**config.mk**
```make
export PLATFORM = sky130hd
export DESIGN_NAME = time_edit_cu
export DESIGN_NICKNAME = d
export VERILOG_FILES = /design/src/rtl/time_edit_cu.sv
export SDC_FILE = /design/constraint.sdc
export NUM_CORES = 1
export LEC_CHECK = 0
export CAP_MARGIN = 20
export CORE_AREA = 2 2 100 102
export CTS_CLUSTER_SIZE = 8
export DETAILED_ROUTE_END_ITERATION = 8
export DIE_AREA = 0 0 102 104
export PLACE_DENSITY = 0.59
export SYNTH_ARGS = -nofsm -noshare
export SYNTH_HDL_FRONTEND = slang
export SYNTH_SLANG_ARGS = --single-unit
export TNS_END_PERCENT = 50
```
**constraint.sdc**
```tcl
create_clock -name clk -period 3.8 [get_ports clk]
set_clock_uncertainty 0.2 [all_clocks]
set_input_delay 0.38 -clock clk [delete_from_list [all_inputs] [get_ports clk]]
set_output_delay 0.38 -clock clk [all_outputs]
set_load 0.02 [all_outputs]
```
**src/rtl/time_edit_cu.sv**
```systemverilog
`default_nettype none
// ============================================================================
//  Module      : time_edit_cu
//  Description : Cursor/step controller for editing an N-field clock value.
//                Moves a field cursor, emits field-indexed inc/dec strobes,
//                auto-repeats a held step key, abandons edit mode after a
//                period of inactivity, and produces a cursor blink flag.
//  Revision    : 1.0 - initial release
// ============================================================================
module time_edit_cu #(
    parameter int NUM_FIELDS    = 3,
    parameter int FIELD_W       = 2,
    parameter int HOLD_TICKS    = 50,
    parameter int REPEAT_TICKS  = 10,
    parameter int TIMEOUT_TICKS = 1000,
    parameter int BLINK_TICKS   = 50
) (
    input  logic               clk,
    input  logic               reset,
    input  logic               i_tick,
    input  logic               sw_setting,
    input  logic               left,
    input  logic               right,
    input  logic               up,
    input  logic               down,
    input  logic               up_level,
    input  logic               down_level,
    input  logic               i_uart_left,
    input  logic               i_uart_right,
    input  logic               i_uart_up,
    input  logic               i_uart_down,
    output logic [FIELD_W-1:0] o_field,
    output logic               o_inc,
    output logic               o_dec,
    output logic               o_editing,
    output logic               o_blink,
    output logic               o_timeout
);

    // One counter width shared by all tick counters, sized for the largest limit
    localparam int c_MAX_HR    = (HOLD_TICKS > REPEAT_TICKS) ? HOLD_TICKS : REPEAT_TICKS;
    localparam int c_MAX_TB    = (TIMEOUT_TICKS > BLINK_TICKS) ? TIMEOUT_TICKS : BLINK_TICKS;
    localparam int c_MAX_TICKS = (c_MAX_HR > c_MAX_TB) ? c_MAX_HR : c_MAX_TB;
    localparam int c_CNT_W     = $clog2(c_MAX_TICKS + 1);

    localparam logic [c_CNT_W-1:0] c_HOLD    = c_CNT_W'(HOLD_TICKS);
    localparam logic [c_CNT_W-1:0] c_REPEAT  = c_CNT_W'(REPEAT_TICKS);
    localparam logic [c_CNT_W-1:0] c_TIMEOUT = c_CNT_W'(TIMEOUT_TICKS);
    localparam logic [c_CNT_W-1:0] c_BLINK   = c_CNT_W'(BLINK_TICKS);
    localparam logic [c_CNT_W-1:0] c_CNT_MAX = {c_CNT_W{1'b1}};
    localparam logic [c_CNT_W-1:0] c_CNT_ONE = c_CNT_W'(1);

    localparam logic [FIELD_W-1:0] c_LAST_FIELD = FIELD_W'(NUM_FIELDS - 1);
    localparam logic [FIELD_W-1:0] c_FIELD_ONE  = FIELD_W'(1);

    localparam logic [1:0] c_ST_IDLE   = 2'd0;
    localparam logic [1:0] c_ST_EDIT   = 2'd1;
    localparam logic [1:0] c_ST_REP_UP = 2'd2;
    localparam logic [1:0] c_ST_REP_DN = 2'd3;

    logic [1:0]         r_state, w_state_nx;
    logic               r_armed, w_armed_nx;
    logic [FIELD_W-1:0] r_field, w_field_nx;
    logic               r_inc, w_inc_nx;
    logic               r_dec, w_dec_nx;
    logic               r_editing;
    logic               r_blink, w_blink_nx;
    logic               r_timeout, w_timeout_nx;
    logic [c_CNT_W-1:0] r_step_cnt, w_step_nx;   // hold count in EDIT, repeat interval in REPEAT
    logic [c_CNT_W-1:0] r_idle_cnt, w_idle_nx;
    logic [c_CNT_W-1:0] r_blink_cnt, w_bcnt_nx;
    logic               r_hold_dn, w_hold_dn_nx; // direction the hold count belongs to

    logic w_l, w_r, w_u, w_d;
    logic w_mv_l, w_mv_r, w_move, w_step_u, w_step_d;
    logic w_hold_up, w_hold_dn;
    logic w_rep_up, w_rep_dn, w_event, w_rep_level;
    logic [c_CNT_W-1:0] w_step_inc, w_idle_inc, w_bcnt_inc, w_hold_base, w_hold_inc;

    // Merge button and UART sources; conflicting pairs cancel, a cursor move beats a step
    assign w_l      = left  | i_uart_left;
    assign w_r      = right | i_uart_right;
    assign w_u      = up    | i_uart_up;
    assign w_d      = down  | i_uart_down;
    assign w_mv_l   = w_l & ~w_r;
    assign w_mv_r   = w_r & ~w_l;
    assign w_move   = w_mv_l | w_mv_r;
    assign w_step_u = w_u & ~w_d & ~w_move;
    assign w_step_d = w_d & ~w_u & ~w_move;

    assign w_hold_up = up_level & ~down_level;
    assign w_hold_dn = down_level & ~up_level;

    // Saturating increments; the hold count restarts when the held direction flips
    assign w_step_inc  = (r_step_cnt == c_CNT_MAX) ? r_step_cnt : r_step_cnt + c_CNT_ONE;
    assign w_idle_inc  = (r_idle_cnt == c_CNT_MAX) ? r_idle_cnt : r_idle_cnt + c_CNT_ONE;
    assign w_bcnt_inc  = (r_blink_cnt == c_CNT_MAX) ? r_blink_cnt : r_blink_cnt + c_CNT_ONE;
    assign w_hold_base = (w_hold_dn != r_hold_dn) ? '0 : r_step_cnt;
    assign w_hold_inc  = (w_hold_base == c_CNT_MAX) ? w_hold_base : w_hold_base + c_CNT_ONE;

    // Next-state, counter and output decode
    always_comb begin
        w_state_nx   = r_state;
        w_armed_nx   = r_armed;
        w_field_nx   = r_field;
        w_inc_nx     = 1'b0;
        w_dec_nx     = 1'b0;
        w_timeout_nx = 1'b0;
        w_blink_nx   = r_blink;
        w_step_nx    = r_step_cnt;
        w_idle_nx    = r_idle_cnt;
        w_bcnt_nx    = r_blink_cnt;
        w_hold_dn_nx = r_hold_dn;
        w_rep_up     = 1'b0;
        w_rep_dn     = 1'b0;
        w_event      = 1'b0;
        w_rep_level  = (r_state == c_ST_REP_UP) ? up_level : down_level;

        if (!sw_setting) begin
            w_state_nx = c_ST_IDLE;
            w_armed_nx = 1'b1;
            w_field_nx = '0;
            w_blink_nx = 1'b0;
            w_step_nx  = '0;
            w_idle_nx  = '0;
            w_bcnt_nx  = '0;
        end else if (r_state == c_ST_IDLE) begin
            if (r_armed) begin
                w_state_nx = c_ST_EDIT;
                w_field_nx = '0;
                w_blink_nx = 1'b1;
                w_step_nx  = '0;
                w_idle_nx  = '0;
                w_bcnt_nx  = '0;
            end
        end else begin
            // Hold detection in EDIT, periodic repeat in REPEAT_UP/REPEAT_DN
            if (r_state == c_ST_EDIT) begin
                if (w_hold_up || w_hold_dn) begin
                    w_hold_dn_nx = w_hold_dn;
                    if (i_tick) begin
                        if (w_hold_inc == c_HOLD) begin
                            w_step_nx  = '0;
                            w_rep_up   = w_hold_up;
                            w_rep_dn   = w_hold_dn;
                            w_state_nx = w_hold_up ? c_ST_REP_UP : c_ST_REP_DN;
                        end else begin
                            w_step_nx = w_hold_inc;
                        end
                    end else begin
                        w_step_nx = w_hold_base;
                    end
                end else begin
                    w_step_nx = '0;
                end
            end else if (!w_rep_level) begin
                w_state_nx = c_ST_EDIT;
                w_step_nx  = '0;
            end else if (i_tick) begin
                if (w_step_inc == c_REPEAT) begin
                    w_step_nx = '0;
                    w_rep_up  = (r_state == c_ST_REP_UP);
                    w_rep_dn  = (r_state == c_ST_REP_DN);
                end else begin
                    w_step_nx = w_step_inc;
                end
            end

            // Cursor movement with wrap in both directions
            if (w_mv_l) begin
                w_field_nx = (r_field == c_LAST_FIELD) ? '0 : r_field + c_FIELD_ONE;
            end else if (w_mv_r) begin
                w_field_nx = (r_field == '0) ? c_LAST_FIELD : r_field - c_FIELD_ONE;
            end

            // A repeat strobe takes the slot over a step pulse; step pulses are ignored while repeating
            if (!w_move) begin
                if (w_rep_up || w_rep_dn) begin
                    w_inc_nx = w_rep_up;
                    w_dec_nx = w_rep_dn;
                end else if (r_state == c_ST_EDIT) begin
                    w_inc_nx = w_step_u;
                    w_dec_nx = w_step_d;
                end
            end

            w_event = w_move | w_rep_up | w_rep_dn |
                      ((r_state == c_ST_EDIT) & (w_step_u | w_step_d));

            if (w_event) begin
                w_blink_nx = 1'b1;
                w_bcnt_nx  = '0;
            end else if (i_tick) begin
                if (w_bcnt_inc == c_BLINK) begin
                    w_blink_nx = ~r_blink;
                    w_bcnt_nx  = '0;
                end else begin
                    w_bcnt_nx = w_bcnt_inc;
                end
            end

            // Inactivity only accumulates in EDIT; expiry disarms until the switch is cycled
            if (w_event) begin
                w_idle_nx = '0;
            end else if (i_tick && (r_state == c_ST_EDIT)) begin
                if (w_idle_inc == c_TIMEOUT) begin
                    w_state_nx   = c_ST_IDLE;
                    w_armed_nx   = 1'b0;
                    w_field_nx   = '0;
                    w_blink_nx   = 1'b0;
                    w_timeout_nx = 1'b1;
                    w_step_nx    = '0;
                    w_idle_nx    = '0;
                    w_bcnt_nx    = '0;
                end else begin
                    w_idle_nx = w_idle_inc;
                end
            end
        end
    end

    // State and registered outputs
    always_ff @(posedge clk or posedge reset) begin
        if (reset) begin
            r_state     <= c_ST_IDLE;
            r_armed     <= 1'b1;
            r_field     <= '0;
            r_inc       <= 1'b0;
            r_dec       <= 1'b0;
            r_editing   <= 1'b0;
            r_blink     <= 1'b0;
            r_timeout   <= 1'b0;
            r_step_cnt  <= '0;
            r_idle_cnt  <= '0;
            r_blink_cnt <= '0;
            r_hold_dn   <= 1'b0;
        end else begin
            r_state     <= w_state_nx;
            r_armed     <= w_armed_nx;
            r_field     <= w_field_nx;
            r_inc       <= w_inc_nx;
            r_dec       <= w_dec_nx;
            r_editing   <= (w_state_nx != c_ST_IDLE);
            r_blink     <= w_blink_nx;
            r_timeout   <= w_timeout_nx;
            r_step_cnt  <= w_step_nx;
            r_idle_cnt  <= w_idle_nx;
            r_blink_cnt <= w_bcnt_nx;
            r_hold_dn   <= w_hold_dn_nx;
        end
    end

    assign o_field   = r_field;
    assign o_inc     = r_inc;
    assign o_dec     = r_dec;
    assign o_editing = r_editing;
    assign o_blink   = r_blink;
    assign o_timeout = r_timeout;

endmodule
`default_nettype wire

```
==> flow_summary_export.csv <==
group,metric,value,unit
clock_network,clkTransAtPathRegs,0.09,ns
logic_synthesis,syn_avg_cell_area,8.02,sq um
critical_path,cp-start-kind,"input port",
final_layout,nets,510,
route,vias,3728,
critical_path,path_max_fanout,10,
route,final_antenna_net_count,0,
power,ir_drop,0.156,mV
clock_network,cts_tree,"yes",
power,power.leakage,1.60,nW
timing,maxSlewViolCount,0,
logic_synthesis,ys_ff_latch,41,
die,die_y,104,microns
clock_network,clockRootBuffer,"clkbuf_8",
timing,slew_headroom,0.581,
timing,period_share,0.926,
final_layout,syn2layout_area_growth,11.0,%
timing,min_period,3.52,ns
route,first_pass_iters,5,
logic_synthesis,netlist_area,3800,sq um
timing,fin_ws,0.283,ns
critical_path,cp_cell_sequence,"clkdlybuf4s50_1, inv_1, ha_1, xnor2_2, and2_1, ha_1, and3_4, nand2_2, a211oi_1, nand4_2, o21bai_4, nor2_4, and3_1, a211o_1",
hold_path,min_path_type,"in -> async",
placement,gp_congestion,0.939,
critical_path,crit_path_end_kind,"register",
timing,setup_violations,0,
power,power.density,326,nW/um^2
clock_network,cts_sinks,41,
power,total_power,0.00137,W
global_route,gr-total-overflow,0,
clock_network,cts_resized,0,
timing,worst-slew-pin-transition,0.627,ns
route,wl_per_cell,17.2,microns
route,drt_iter0_drc,234,
timing,rsz0062_at_grt,"false",
logic_synthesis,synth_cells,474,
critical_path,r2r_cells,11,
die,fp.dieArea,10600,sq um
die,io_pins,21,
route,drc,0,
clock_network,insertion_delay,0.30,ns
logic_synthesis,synth-seq-area-share,0.270,
critical_path,max_stage_delay,0.47,ns
global_route,grt_pass1_vias,3380,
die,die_w,102,microns
final_layout,fill_cells,981,
die,core,9550,sq um
final_layout,final_cell_mix,"53 x nand2_1, 40 x dfrtp_1, 39 x nor2_1",
clock_network,clockBufferDepth,2,
critical_path,r2r-end,"r_blink_cnt[6]$_DFFE_PP0P_",
clock_network,cts_buffers,5,
clock_network,postCtsSetupRepairBufs,0,
logic_synthesis,ys_types,80,
die,row_count,36,
critical_path,critPathSlowestCell,"clkdlybuf4s50_1",
logic_synthesis,ys.flop_type,"dfrtp_1",
timing,finalSetupTns,0,ns
logic_synthesis,synth_edf_count,0,
logic_synthesis,synth_nets,499,
logic_synthesis,synthArstFlopShare,1.00,
placement,post-place-ws,0.0159,ns
global_route,grt_max_degree,42,
final_layout,drive_above_1_share,0.115,
timing,finalHoldViolations,0,
critical_path,critPathKind,"in -> reg",
clock_network,ctsHoldBuffers,0,
flow_run,maxCapViolations,0,
placement,dpl.hpwl,7.93,mm
critical_path,reg2reg_slack,0.67,ns
critical_path,required,3.79,ns
global_route,grtUsageTotal,0.204,
die,initial_core_util,0.398,
route,viasPerCell,6.02,
critical_path,timing.rr.start,"r_hold_dn$_DFFE_PP0P_",
global_route,antenna_found_initial,0,
critical_path,cp.arrival,3.51,ns
global_route,grt_pass1_wl,17.5,mm
placement,numPortBuffers,20,
route,wl,10.6,mm
critical_path,cp_common_cell,"ha_1",
clock_network,htree_levels,2,
timing,fmax,284,MHz
final_layout,final_common_cell,"nand2_1",
final_layout,diodes,0,
logic_synthesis,yosysWarnings,0,
run_status,status,"complete, no violations",
kinds of logic (layout without fill, tap and decap cells):
family / count (synthesis) / count (layout) / share of synthesized area
xor gates and xnor gates: 8 / 8 / 0.0204
and+or+nand+nor: 213 / 213 / 0.303
DFF: 41 / 41 / 0.270
AOI/OAI and AO/OA: 147 / 147 / 0.290
buffers and inverters: 45 / 57 / 0.0560
adders and majority gates: 11 / 11 / 0.0362
muxes: 9 / 9 / 0.0244
metal layers:
| layer | up-vias | global-route usage | share of wire |
|---|---|---|---|
| met3 | 15 | 0.0242 | 0.043 |
| met1 | 1803 | 0.294 | 0.46 |
| met2 | 111 | 0.324 | 0.48 |
| li1 | 1799 | - | - |
| met4 | 0 | 0.0495 | 0.018 |
| met5 | - | 0 | 0 |
power breakdown:
part / internal (W) / switching [W] / total (W) / leakage, nW
Sequential: 0.000464 / 0.0000453 / 0.000510 / 0.560
Combinational: 0.000219 / 0.000318 / 0.000537 / 0.988
Clock: 0.000165 / 0.000163 / 0.000328 / 0.0542
Total: 0.000848 / 0.000526 / 0.00137 / 1.60
how the worst max path moves through the flow:
stage / startpoint / end / slack (ns) / cells after the start
2_1_floorplan: up_level / r_blink_cnt[2]$_DFFE_PP0P_ / 0.63 / 13
3_3_place_gp: up_level / r_blink_cnt[6]$_DFFE_PP0P_ / 0.08 / 14
3_5_place_dp: up_level / r_blink_cnt[2]$_DFFE_PP0P_ / 0.02 / 14
4_1_cts: up_level / r_blink_cnt[2]$_DFFE_PP0P_ / 0.30 / 14
5_1_grt: up_level / r_idle_cnt[5]$_DFFE_PP0P_ / 0.13 / 15
6_report: up_level / r_blink_cnt[6]$_DFFE_PP0P_ / 0.28 / 14
state kept, by name, indices dropped and copies added (netlist names):
name         flops
o_field          2
o_inc            1
o_editing        1
r_armed          1
r_hold_dn        1
o_blink          1
r_state          2
o_timeout        1
r_step_cnt      10
r_blink_cnt     10
o_dec            1
r_idle_cnt      10
stage by stage:
| stage | utilization | area (sq um) | hold WS [ns] | cells |
|---|---|---|---|---|
| 2_1_floorplan | - | 3800 | 0.283 | 474 |
| 3_3_place_gp | 0.431 | 4120 | 0.333 | 611 |
| 3_5_place_dp | 0.431 | 4120 | 0.342 | 611 |
| 4_1_cts | 0.442 | 4220 | 0.344 | 619 |
| 5_1_grt | 0.442 | 4220 | 0.374 | 619 |
| 6_report | 0.442 | 4220 | 0.321 | 619 |
final cells by class:
| type | instances | area, sq um | share of cell area |
|---|---|---|---|
| Clock buffer | 7 | 96.3 | 0.0228 |
| Clock inverter | 1 | 5.00 | 0.00119 |
| Inverter | 15 | 56.3 | 0.0134 |
| Multi-Input combinational cell | 388 | 2560 | 0.607 |
| Sequential cell | 41 | 1030 | 0.244 |
| Tap cell | 133 | 166 | 0.0395 |
| Timing Repair Buffer | 34 | 305 | 0.0724 |
critical path, delay by kind of cell:
family	cells	cell delay, ns
AO/OA/AOI/OAI	3	0.97
XOR/XNOR	1	0.16
adder cells (fa/ha/maj)	2	0.47
buffers and inverters	2	0.53
AND/OR/NAND/NOR	6	0.97
synthesized netlist by cell type, types with 5 or more instances:
master / number / area (sq um)
nor2_1: 39 / 146
a21o_1: 5 / 37.5
nor3_1: 13 / 65.1
o21ai_0: 22 / 110
nand2_1: 53 / 199
and3_1: 15 / 93.8
inv_1: 15 / 56.3
mux2i_1: 7 / 70.1
a22o_1: 5 / 43.8
buf_2: 8 / 40.0
clkbuf_1: 15 / 56.3
nand3b_1: 5 / 37.5
nand4_1: 10 / 62.6
ha_1: 11 / 138
o22ai_1: 9 / 56.3
o21ai_1: 6 / 30.0
nor2b_1: 6 / 37.5
o31ai_1: 5 / 37.5
a31oi_1: 12 / 75.1
dfrtp_1: 40 / 1000
buf_4: 5 / 37.5
a21oi_1: 29 / 145
nor3b_1: 5 / 37.5
and2_1: 10 / 62.6
nand3_1: 24 / 120
Note: power is estimated with default switching activity, not from simulation.
